File: src/rtl/mosaic_pkg.sv
// mosaic_pkg: shared scan-controller types and defaults.
// Rev 1.0
`default_nettype none

package mosaic_pkg;

  typedef enum logic [1:0] {
    ST_IDLE  = 2'd0,
    ST_RUN   = 2'd1,
    ST_DRAIN = 2'd2,
    ST_DONE  = 2'd3
  } scan_state_e;

  localparam int WIN_ROWS_DEF = 32;
  localparam int PIPE_LAT_DEF = 2;
  localparam int W_ROW_W      = 5;
  localparam int TAG_W        = 3;

  // Counter width that stays legal for degenerate sizes of 1.
  function automatic int safe_clog2(input int n);
    return (n > 1) ? $clog2(n) : 1;
  endfunction

endpackage

`default_nettype wire

File: src/rtl/tag_pipe.sv
// tag_pipe: fixed-depth delay line for issue tags, cleared by a synchronous flush.
// Rev 1.0
`default_nettype none

module tag_pipe #(
  parameter int DEPTH = 2,
  parameter int WIDTH = 3
) (
  input  logic             clk,
  input  logic             rst_ni,
  input  logic             flush_i,
  input  logic [WIDTH-1:0] tag_i,
  output logic [WIDTH-1:0] tag_o
);

  logic [WIDTH-1:0] stage_q [DEPTH];

  always_ff @(posedge clk or negedge rst_ni) begin
    if (!rst_ni) begin
      for (int i = 0; i < DEPTH; i++) stage_q[i] <= '0;
    end else if (flush_i) begin
      for (int i = 0; i < DEPTH; i++) stage_q[i] <= '0;
    end else begin
      stage_q[0] <= tag_i;
      for (int i = 1; i < DEPTH; i++) stage_q[i] <= stage_q[i-1];
    end
  end

  assign tag_o = stage_q[DEPTH-1];

endmodule

`default_nettype wire

File: src/rtl/scan_ctrl.sv
// scan_ctrl: walks window rows x POI rows x POI columns, one issue per ready cycle,
// and delays valid/last tags to line up with the RAM read data. Rev 1.0
`default_nettype none

module scan_ctrl
  import mosaic_pkg::*;
#(
  parameter int POI_ROWS = 16,
  parameter int POI_COLS = 16,
  parameter int WIN_ROWS = WIN_ROWS_DEF,
  parameter int PIPE_LAT = PIPE_LAT_DEF
) (
  input  logic                        clk,
  input  logic                        reset,
  input  logic                        start,
  input  logic                        abort,
  input  logic                        ready,
  output logic                        en,
  output logic [W_ROW_W-1:0]          w_row,
  output logic [$clog2(POI_ROWS)-1:0] POI_row,
  output logic [$clog2(POI_COLS)-1:0] POI_col,
  output logic                        busy,
  output logic                        done,
  output logic                        data_valid,
  output logic                        win_last,
  output logic                        frame_last
);

  localparam int PR_W  = $clog2(POI_ROWS);
  localparam int PC_W  = $clog2(POI_COLS);
  localparam int DRN_W = safe_clog2(PIPE_LAT);

  localparam logic [W_ROW_W-1:0] W_LAST   = W_ROW_W'(WIN_ROWS - 1);
  localparam logic [PR_W-1:0]    R_LAST   = PR_W'(POI_ROWS - 1);
  localparam logic [PC_W-1:0]    C_LAST   = PC_W'(POI_COLS - 1);
  localparam logic [DRN_W-1:0]   DRN_LAST = DRN_W'(PIPE_LAT - 1);

  scan_state_e        state_q;
  logic [W_ROW_W-1:0] w_row_q, w_row_d;
  logic [PR_W-1:0]    poi_row_q, poi_row_d;
  logic [PC_W-1:0]    poi_col_q, poi_col_d;
  logic [DRN_W-1:0]   drain_q;

  logic               issue;
  logic               w_wrap, r_wrap, c_wrap;
  logic               last_issue;
  logic [TAG_W-1:0]   tag_in, tag_out;

  assign issue      = (state_q == ST_RUN) && ready && !abort;
  assign w_wrap     = (w_row_q == W_LAST);
  assign r_wrap     = (poi_row_q == R_LAST);
  assign c_wrap     = (poi_col_q == C_LAST);
  assign last_issue = issue && w_wrap && r_wrap && c_wrap;

  // Wraps compare against the parameters so non-power-of-two grids walk correctly.
  always_comb begin
    w_row_d   = w_row_q;
    poi_row_d = poi_row_q;
    poi_col_d = poi_col_q;
    if ((state_q == ST_IDLE) && start && !abort) begin
      w_row_d   = '0;
      poi_row_d = '0;
      poi_col_d = '0;
    end else if (issue) begin
      w_row_d = w_wrap ? '0 : w_row_q + 1'b1;
      if (w_wrap) begin
        poi_row_d = r_wrap ? '0 : poi_row_q + 1'b1;
        if (r_wrap) poi_col_d = c_wrap ? '0 : poi_col_q + 1'b1;
      end
    end
  end

  always_ff @(posedge clk or negedge reset) begin
    if (!reset) begin
      state_q   <= ST_IDLE;
      w_row_q   <= '0;
      poi_row_q <= '0;
      poi_col_q <= '0;
      drain_q   <= '0;
    end else begin
      w_row_q   <= w_row_d;
      poi_row_q <= poi_row_d;
      poi_col_q <= poi_col_d;
      if (abort) begin
        state_q <= ST_IDLE;
      end else begin
        case (state_q)
          ST_IDLE: begin
            if (start) state_q <= ST_RUN;
          end
          ST_RUN: begin
            if (last_issue) begin
              state_q <= ST_DRAIN;
              drain_q <= '0;
            end
          end
          ST_DRAIN: begin
            if (drain_q == DRN_LAST) state_q <= ST_DONE;
            else                     drain_q <= drain_q + 1'b1;
          end
          ST_DONE: begin
            state_q <= ST_IDLE;
          end
          default: begin
            state_q <= ST_IDLE;
          end
        endcase
      end
    end
  end

  assign tag_in = {issue, issue && w_wrap, last_issue};

  tag_pipe #(
    .DEPTH (PIPE_LAT),
    .WIDTH (TAG_W)
  ) u_tag_pipe (
    .clk     (clk),
    .rst_ni  (reset),
    .flush_i (abort),
    .tag_i   (tag_in),
    .tag_o   (tag_out)
  );

  assign en         = issue;
  assign w_row      = w_row_q;
  assign POI_row    = poi_row_q;
  assign POI_col    = poi_col_q;
  assign busy       = (state_q != ST_IDLE);
  assign done       = (state_q == ST_DONE);
  assign data_valid = tag_out[2];
  assign win_last   = tag_out[1];
  assign frame_last = tag_out[0];

endmodule

`default_nettype wire
File: config.mk
export PLATFORM = sky130hd
export DESIGN_NAME = scan_ctrl
export DESIGN_NICKNAME = d
export VERILOG_FILES = /design/src/rtl/mosaic_pkg.sv /design/src/rtl/tag_pipe.sv /design/src/rtl/scan_ctrl.sv
export SDC_FILE = /design/constraint.sdc
export NUM_CORES = 1
export LEC_CHECK = 0
export CAP_MARGIN = 20
export CORE_ASPECT_RATIO = 1.2
export CORE_MARGIN = 8
export CORE_UTILIZATION = 35
export DETAILED_ROUTE_END_ITERATION = 10
export DONT_BUFFER_PORTS = 1
export SYNTH_ARGS = -nofsm -noshare
export SYNTH_HDL_FRONTEND = slang
export SYNTH_SLANG_ARGS = --single-unit
File: constraint.sdc
create_clock -name clk -period 2.1 [get_ports clk]
set_clock_uncertainty 0.15 [all_clocks]
set_input_delay 0.42 -clock clk [delete_from_list [all_inputs] [get_ports clk]]
set_output_delay 0.42 -clock clk [all_outputs]
set_load 0.01 [all_outputs]
# ---- Word-level counts from Yosys, hierarchy flattened
# Cells that the tools add are included.
dict set report totals {
  ff_bits 22
  input_bits 5
  output_inout_bits 19
  wordCells 61
}
dict set report classes {
  addsub 4
  n_eq_ne 10
  mux 21
  bitwise_logic 1
  reduce_logical 18
}
# cell n
set op_table {}
lappend op_table {{2-to-1 mux 4 bit} 9}
lappend op_table {{2-to-1 mux 5 bit} 3}
lappend op_table {{nonzero test 2 bit} 5}
lappend op_table {{inequality test 3 bit, second input constant} 3}
lappend op_table {{AND reduction 3 bit} 3}
lappend op_table {{adder 4 x 1 -> 4 bit, second input constant} 2}
lappend op_table {{== test 4 bit, second input constant} 2}
lappend op_table {{2-to-1 mux 2 bit} 4}
lappend op_table {{case mux 2 bit (4 select lines)} 1}
lappend op_table {{logical AND 1 bit} 7}
lappend op_table {{2-to-1 mux 6 bit} 1}
lappend op_table {{adder 5 x 1 -> 5 bit, second input constant} 1}
lappend op_table {{== test 5 bit, second input constant} 1}
lappend op_table {{== test 2 bit, second input constant} 2}
lappend op_table {{== test 2 x 1 -> 1 bit, second input constant} 1}
lappend op_table {{logical NOT 2 bit} 1}
lappend op_table {{2-to-1 mux 1 bit} 2}
lappend op_table {{inequality test 2 bit, second input constant} 1}
lappend op_table {{case mux 1 bit (2 select lines)} 1}
lappend op_table {{AND reduction 2 bit} 1}
lappend op_table {{adder 1 bit, second input constant} 1}
lappend op_table {{logical NOT 1 bit} 1}
lappend op_table {{NOT 1 bit} 1}

# ---- Longest topological paths before layout
# Gate-level depths: netlist of run 1.
dict set report logic_depth {
  ltp_word 9
  depth_mapped 8
  ltp_nobuf 8
}

# ---- Modules after synthesis
# From an unflattened synthesis of run 1, not the netlist that was laid out.
dict set report unflattened {
  cells_unflattened 110
  area_unflattened_um2 1133.6
}
# module instances cells_each area_each_um2 seq_area_each_um2
set modules_own_cells {}
lappend modules_own_cells {scan_ctrl 1 95 923.4 400.4}
lappend modules_own_cells {tag_pipe 1 15 210.2 150.1}

# ---- Worst setup path after synthesis of run 1
# Ideal clock, no wire load.
dict set report synth_path {
  kind {flip-flop to flip-flop}
  startpoint {register w_row_q[0] (netlist: w_row[0])}
  endpoint {register drain_q}
  setup_time_ps 125
  arrival_time_ps 1944
  required_ps 1825
  setup_slack_ps -119
  stages_incl_launch_ff 8
  path_buffers 0
  synth_period_minus_slack_ps 2219
  path_cell_list {dfrtp_1 -> ha_1 -> and3_1 -> ha_1 -> nand4b_4 -> o31ai_2 -> nand2b_1 -> mux2_4}
}
dict set report synth_between {
  elab_chain_cells 6
}
# item line_no
set synth_rtl {}
lappend synth_rtl {{start: declaration} scan_ctrl.sv:39} ;# logic [W_ROW_W-1:0] w_row_q, w_row_d;
lappend synth_rtl {{start signal: assignment} scan_ctrl.sv:81} ;# w_row_q <= w_row_d;
lappend synth_rtl {{== test 5 bit} scan_ctrl.sv:50} ;# assign w_wrap = (w_row_q == W_LAST);
lappend synth_rtl {{logical AND 1 bit (3 in series)} scan_ctrl.sv:53} ;# assign last_issue = issue && w_wrap && r_wrap && c_wrap;
lappend synth_rtl {{inequality test 2 bit (no source line)} --}
lappend synth_rtl {{AND reduction 3 bit (no source line)} --}
lappend synth_rtl {{end signal: assignment} scan_ctrl.sv:99} ;# else drain_q <= drain_q + 1'b1;
lappend synth_rtl {{end: declaration} scan_ctrl.sv:42} ;# logic [DRN_W-1:0] drain_q;
# Every way passes these cells.
# A chain may end at the register's enable or synchronous reset.

# ---- Worst setup path in the final report of run 1
dict set report layout_path {
  startpoint {register w_row_q[1] (netlist: w_row[1])}
  endpoint {register drain_q}
}
# Same word-level chain as after synthesis.

==> results.cfg, run 1 <==
[power_and_ir_drop]
vdd_drop_max_mv = 0.466
power_density_nw_per_um2 = 788
finalPower_uw = 1070
leakagePower_uw = 0.000670

[detailed_routing]
wl_per_cell_microns = 15.1
drc = 0
wirelength_microns = 2450
drtPass1Iterations = 4
ant_nets = 0
drt_iter0_drc = 19
num_vias = 853
detail_route.vias_per_cell = 5.27

[cells_and_area]
n_fill_cell = 294
final_common_cell = dfrtp_1
drive_gt1_frac = 0.246
antenna_cells = 0
multi_input_area_sq_um = 568
final_cell_mix = dfrtp_1, buf_4, a21oi_1
stdcell_count = 162
register_area_sq_um = 552
final_net_count = 140
final_area_sq_um = 1360
syn2layout_area_growth_pct = 21.3

[sta]
final.setup.tns_ps = 0
relSlewSlack = 0.688
fin_crit_sh = 0.959
fin_crit_ps = 2010
rsz0062_at_grt = false
fmax_ghz = 0.496
hold_viol = 0
setup_viol = 0
drv_slew = 0
worstMarginPinSlew_ps = 467

[logic_synthesis]
ys_warn_count = 0
synthCells = 107
synth_nets = 120
ys_ff_latch = 22
synth_cell_types = 31
ys_seq_area_frac = 0.492
syn_avg_cell_area_sq_um = 10.5
syn_area_sq_um = 1120

[placed_design]
dpl_cell_area_sq_um = 1250
port_buffers = 0
hpwl_microns = 1760
dp_cells = 151
gp_congestion = 0.800

[setup_path]
start_kind = flip-flop
worstReg2RegEnd = drain_q
cp_max_fo = 3
cp.required_ps = 2140
cp.arrival_ps = 2060
critPathKind = flip-flop to flip-flop
reg2regPathDepth = 7
cp-end-kind = flip-flop
r2r_slack_ps = 90
worstReg2RegStart = w_row[1]

[global_route]
antenna_found_initial = 0
grt_max_degree = 23
overflow = 0
grt_pass1_vias = 863
grt_pass1_wl_microns = 4060
grtUsageTotal = 0.0989

[clocking]
htreeDepth = 1
cts_buffers = 3
insertion_delay_ps = 300
cts_tree = built
clockBufferDepth = 2
cts_root_buf = clkbuf_4
clkSinkCount = 22
clk_pin_slew_ps = 120

[die]
die_w_microns = 67.6
ios = 24
die_h_microns = 78.0
design.core.area_sq_um = 3060
die_area_sq_um = 5270
num_rows = 22
start_util = 0.367

[run_status]
status = finished clean

[hold_path]
hp-class = input pin to flip-flop
holdPathEnd = u_tag_pipe.tag_o[1]
hp-start = abort
hold_path_depth = 1

[run]
drv_cap = 0
## per-layer routing
layer  track usage  wire [microns]  up-vias
li1              -               -      413
met1         0.107             954      415
met2         0.159            1220       21
met3        0.0417             233        4
met4        0.0503              38        0
met5             0               0        -
## flip-flops by register name, indices dropped and copies added (netlist names)
signal / cells
POI_col: 4
POI_row: 4
drain_q: 1
state_q: 2
u_tag_pipe.stage_q: 3
u_tag_pipe.tag_o: 3
w_row: 5
## cells by family (layout without fill, tap and decap cells)
| logic type | after synthesis | count (layout) | share of synthesized area |
|---|---|---|---|
| AO/OA/AOI/OAI | 24 | 24 | 0.127 |
| XOR/XNOR | 2 | 2 | 0.0156 |
| adder cells (fa/ha/maj) | 8 | 8 | 0.0894 |
| buffers and inverters | 8 | 27 | 0.0302 |
| flip-flops | 22 | 22 | 0.492 |
| multiplexers | 3 | 3 | 0.0324 |
| AND/OR/NAND/NOR | 40 | 40 | 0.213 |
## worst max-delay path by stage
| stage | from | endpoint | slack (ps) | cells after the start |
|---|---|---|---|---|
| finish | w_row[1] | drain_q | 90 | 7 |
| global route | state_q[1] | en | 2 | 5 |
| CTS | state_q[1] | en | 9 | 5 |
| detailed placement | w_row[0] | drain_q | 70 | 7 |
| global placement | w_row[0] | drain_q | 130 | 7 |
| floorplan | w_row[1] | drain_q | 4 | 7 |
## layout make-up
type                    instances  share of cell area
repair buffers                 17               0.103
multi-input cells              77               0.418
clock buffers                   4              0.0193
well taps                      36              0.0331
inverters                       6              0.0203
flip-flops and latches         22               0.406
## report_power, final
group	total (uW)	internal [uW]	switching [uW]
combinational	371	173	197
sequential	503	469	34.2
clock	198	74.0	124
## worst max-delay path, cell delays in order, from the launching register on
cell      delay, ps
dfrtp_1         370
ha_1            180
and3_4          200
ha_4            140
nand4b_4        150
o31ai_4         300
nand2b_1        110
mux2_4          300
## synthesized netlist by cell type
master	instances	area (sq um)
nand2_1	8	30.0
mux2_4	1	15.0
nor2b_1	3	18.8
or4b_1	1	10.0
nor3_1	3	15.0
or4_1	1	7.51
inv_2	1	3.75
or3_1	2	12.5
a31oi_1	2	12.5
nand3b_1	1	7.51
nand2b_1	3	18.8
xor2_1	2	17.5
buf_4	1	7.51
o21ai_0	6	30.0
a22o_1	1	8.76
nand3b_4	1	20.0
ha_1	8	100
nor3b_1	1	7.51
dfrtp_1	22	551
clkbuf_1	1	3.75
and3_1	2	12.5
mux2i_1	1	10.0
nand3_1	5	25.0
inv_1	5	18.8
nor2_1	8	30.0
nand4b_4	1	23.8
mux2_2	1	11.3
o221a_2	1	11.3
o31ai_2	1	12.5
o21a_1	1	7.51
a21oi_1	12	60.1
## repair_timing
action                     in CTS  in global routing
hold endpoints to repair       22                  2
buffers inserted                0                  4
setup endpoints to repair       0                  5
resized for setup               0                  6
hold buffers                    1                  1
## per-stage QoR
step,util,hold slack (ps),worst slack [ps]
6_report,0.445,19.0,85.8
5_1_grt,0.445,6.34,2.04
4_1_cts,0.421,2.00,9.08
3_5_place_dp,0.410,-24.8,66.6
3_3_place_gp,0.410,-24.8,129
2_1_floorplan,-,-25.6,3.77
No activity file was read; power rests on OpenSTA's default activity.
==> inputs of run 2 (changes only) <==
--- a/config.mk
+++ b/config.mk
@@ -11,6 +11,7 @@
 export CORE_UTILIZATION = 35
 export DETAILED_ROUTE_END_ITERATION = 10
 export DONT_BUFFER_PORTS = 1
+export SKIP_LAST_GASP = 1
 export SYNTH_ARGS = -nofsm -noshare
 export SYNTH_HDL_FRONTEND = slang
 export SYNTH_SLANG_ARGS = --single-unit
==> run 2 against run 1 <==
Worst hold slack improved by 1.6 ps. Sequential cell count did not move. Register-to-register slack barely moved. Maximum frequency barely moved. Global-route usage did not move. Clock power barely moved. Routed wire length fell by 1.5%. Critical endpoint unchanged. Largest cell class unchanged. Highest routed layer unchanged. Via count rose by 0.23%. Critical path depth did not move.
==> results.cfg, run 2 (synthesized netlist as in run 1, its figures left out) <==
[die]
design.core.area_sq_um = 3060
start_util = 0.367
num_rows = 22
die_h_microns = 78.0
die_w_microns = 67.6
ios = 24
die_area_sq_um = 5270

[detailed_routing]
drc = 0
drt_iter0_drc = 25
ant_nets = 0
num_vias = 855
wirelength_microns = 2410
drtPass1Iterations = 4
wl_per_cell_microns = 14.8
detail_route.vias_per_cell = 5.25

[sta]
drv_slew = 0
setup_viol = 0
fin_crit_sh = 0.958
relSlewSlack = 0.688
worstMarginPinSlew_ps = 466
hold_viol = 0
fin_crit_ps = 2010
rsz0062_at_grt = true
fmax_ghz = 0.497

[placed_design]
dpl_cell_area_sq_um = 1250
dp_cells = 151
hpwl_microns = 1760
gp_congestion = 0.800
port_buffers = 0

[cells_and_area]
stdcell_count = 163
final_util = 0.447
antenna_cells = 0
final_area_sq_um = 1370
final_common_cell = dfrtp_1
syn2layout_area_growth_pct = 21.9
n_fill_cell = 296
final_net_count = 141
largest_reg_flops = 5
register_area_sq_um = 552
final_cell_mix = dfrtp_1, buf_4, a21oi_1
multi_input_area_sq_um = 564
drive_gt1_frac = 0.236

[power_and_ir_drop]
vdd_drop_max_mv = 0.469
finalPower_uw = 1070
leakagePower_uw = 0.000677
power_density_nw_per_um2 = 785

[global_route]
grt_max_degree = 23
antenna_found_initial = 0
grt_pass1_vias = 863
overflow = 0
grt_pass1_wl_microns = 4060
grtUsageTotal = 0.0989

[clocking]
cts_tree = built
clockBufferDepth = 2
cts_buffers = 3
clkSinkCount = 22
htreeDepth = 1
clk_pin_slew_ps = 120
cts_root_buf = clkbuf_4
insertion_delay_ps = 300

[setup_path]
cpPeakStageDelay_ps = 370
cp_max_fo = 3
crit_chain = ha_1, and3_4, ha_4, nand4b_4, o31ai_4, nand2b_1, mux2_4
reg2regPathDepth = 7
crit_family = simple AND/OR/NAND/NOR gates
cp.arrival_ps = 2060
critPathKind = flip-flop to flip-flop
start_kind = flip-flop
cp.buffers_inverters = 0
cp.required_ps = 2150
cp.depth = 7
crit_slowest_cell = dfrtp_1
cp-end-kind = flip-flop

[run_status]
status = finished clean

[run]
drv_cap = 0

[hold_path]
hp-class = input pin to flip-flop
hold_path_depth = 1
run 2: path summary, 6_finish.rpt:
path,start,end,slack [ps]
worst min register to register,u_tag_pipe.stage_q[5],u_tag_pipe.tag_o[2],350
worst max-delay path,w_row[1],drain_q,90
worst max register to register,w_row[1],drain_q,90
worst min-delay path,abort,u_tag_pipe.tag_o[1],20
max in group asynchronous,reset,w_row[0],1000
min in group asynchronous,reset,w_row[3],340
run 2: area by class of cell:
cell class	instances	share of cell area
clock buffers	4	0.0192
inverters	6	0.0202
multi-input cells	77	0.413
flip-flops and latches	22	0.404
well taps	36	0.0330
repair buffers	18	0.110
run 2: metrics by stage:
step                      hold WS [ps]  TNS [ps]  worst slack [ps]
after floorplan                  -25.6         0              3.77
after global placement           -24.8         0               129
after detailed placement         -24.8         0              66.6
after CTS                         2.00         0              9.08
after global routing              7.62     -1.85             -1.85
final                             20.6         0              87.4
run 2: timing repair:
item                                   CTS  global route
setup endpoints to repair                0             5
buffers inserted                         0             4
gates resized for setup                  0             5
hold buffers                             1             2
endpoints found under the hold margin   22             2
run 2: where the power goes:
| group | switching [uW] | internal, uW |
|---|---|---|
| Combinational | 197 | 173 |
| Sequential | 34.4 | 469 |
| Clock | 125 | 74.0 |
run 2: layer usage:
metal	GRT usage	vias to the layer above	part of all wire
li1	-	415	-
met1	0.107	416	0.39
met2	0.159	20	0.50
met3	0.0417	4	0.097
met4	0.0503	0	0.016
met5	0	-	0
==> inputs of run 3 (changes only) <==
--- a/config.mk
+++ b/config.mk
@@ -5,7 +5,7 @@
 export SDC_FILE = /design/constraint.sdc
 export NUM_CORES = 1
 export LEC_CHECK = 0
-export CAP_MARGIN = 20
+export CAP_MARGIN = 40
 export CORE_ASPECT_RATIO = 1.2
 export CORE_MARGIN = 8
 export CORE_UTILIZATION = 35
==> run 3 against run 2 <==
Non-clock buffer count did not move. Sequential power barely moved. Total power did not move. Register-to-register slack barely moved. Largest power group unchanged.
==> results.cfg, run 3 (synthesized netlist as in run 1, its figures left out) <==
[setup_path]
cp.required_ps = 2150
cp_max_fo = 3
cp-end-kind = flip-flop
cp.arrival_ps = 2060
critPathKind = flip-flop to flip-flop
start_kind = flip-flop

[die]
die_w_microns = 67.6
ios = 24
design.core.area_sq_um = 3060
die_area_sq_um = 5270
start_util = 0.367
die_h_microns = 78.0
num_rows = 22

[sta]
drv_slew = 0
fmax_ghz = 0.497
setup_viol = 0
hold_slack_ps = 20.6
hold_viol = 0
fin_ws_ps = 87.4
fin_crit_ps = 2010
worstMarginPinSlew_ps = 466
relSlewSlack = 0.688
rsz0062_at_grt = true
fin_crit_sh = 0.958

[clocking]
htreeDepth = 1
clk_pin_slew_ps = 120
insertion_delay_ps = 300
cts_root_buf = clkbuf_4
clkSinkCount = 22
cts_tree = built
cts_buffers = 3
clockBufferDepth = 2

[placed_design]
hpwl_microns = 1760
dpl_cell_area_sq_um = 1250
pre_cts_ws_ps = 66.6
gp_congestion = 0.800
dp_cells = 151
port_buffers = 0

[detailed_routing]
wirelength_microns = 2410
drt_iter0_drc = 25
ant_nets = 0
drc = 0
detail_route.vias_per_cell = 5.25
drtPass1Iterations = 4
wl_per_cell_microns = 14.8
num_vias = 855

[global_route]
grtUsageTotal = 0.0989
grt_pass1_vias = 863
antenna_found_initial = 0
grt_max_degree = 23
overflow = 0
grt_pass1_wl_microns = 4060

[cells_and_area]
antenna_cells = 0
final_net_count = 141
final_cell_mix = dfrtp_1, buf_4, a21oi_1
syn2layout_area_growth_pct = 21.9
largest_reg_flops = 5
final_common_cell = dfrtp_1
drive_gt1_frac = 0.236
stdcell_count = 163
final_util = 0.447
final_area_sq_um = 1370

[hold_path]
hp-class = input pin to flip-flop

[power_and_ir_drop]
vdd_drop_max_mv = 0.469
leakagePower_uw = 0.000677
power_density_nw_per_um2 = 785

[run_status]
status = finished clean

[run]
drv_cap = 0
## run 3: cell counts in the layout (fill, tap and decap cells not counted)
Identical to the previous run, type by type.
## run 3: per-layer routing
| metal | up-vias | global-route usage | share of wire |
|---|---|---|---|
| met2 | 20 | 0.159 | 0.50 |
| li1 | 415 | - | - |
| met1 | 416 | 0.107 | 0.39 |
| met5 | - | 0 | 0 |
| met3 | 4 | 0.0417 | 0.097 |
| met4 | 0 | 0.0503 | 0.016 |
## run 3: worst paths after layout
path | endpoint | depth (start not counted) | startpoint | slack, ps
max in group asynchronous | w_row[0] | 2 | reset | 1000
max | drain_q | 7 | w_row[1] | 90
max reg2reg | drain_q | 7 | w_row[1] | 90
min reg2reg | u_tag_pipe.tag_o[2] | 1 | u_tag_pipe.stage_q[5] | 350
min in group asynchronous | w_row[3] | 1 | reset | 340
min | u_tag_pipe.tag_o[1] | 1 | abort | 20
## run 3: final cells by class
type / count / area, sq um
clock buffers: 4 / 26.3
fillers: 296 / 1690
repair buffers: 18 / 150
inverters: 6 / 27.5
well taps: 36 / 45.0
flip-flops and latches: 22 / 552
multi-input cells: 77 / 564
## run 3: metrics by stage
| stage | power (uW) | TNS (ps) |
|---|---|---|
| floorplan | 750 | 0 |
| global placement | 828 | 0 |
| detailed placement | 844 | 0 |
| CTS | 1060 | 0 |
| global route | 1150 | -1.85 |
| finish | 1070 | 0 |
## run 3: what timing repair did
action,CTS,global route
resized for setup,0,5
hold endpoints to repair,22,2
buffers inserted,0,4
hold buffers,1,2
endpoints found under the setup margin,0,5
## run 3: power by group
part / leakage [uW] / switching (uW) / internal, uW
Clock: 0.0000150 / 125 / 74.0
Combinational: 0.000359 / 197 / 173
Sequential: 0.000303 / 34.4 / 469
## run 3: worst max-delay path: stages (launching register included)
cell	delay [ps]
dfrtp_1	370
ha_1	180
and3_4	200
ha_4	140
nand4b_4	150
o31ai_4	300
nand2b_1	110
mux2_4	300
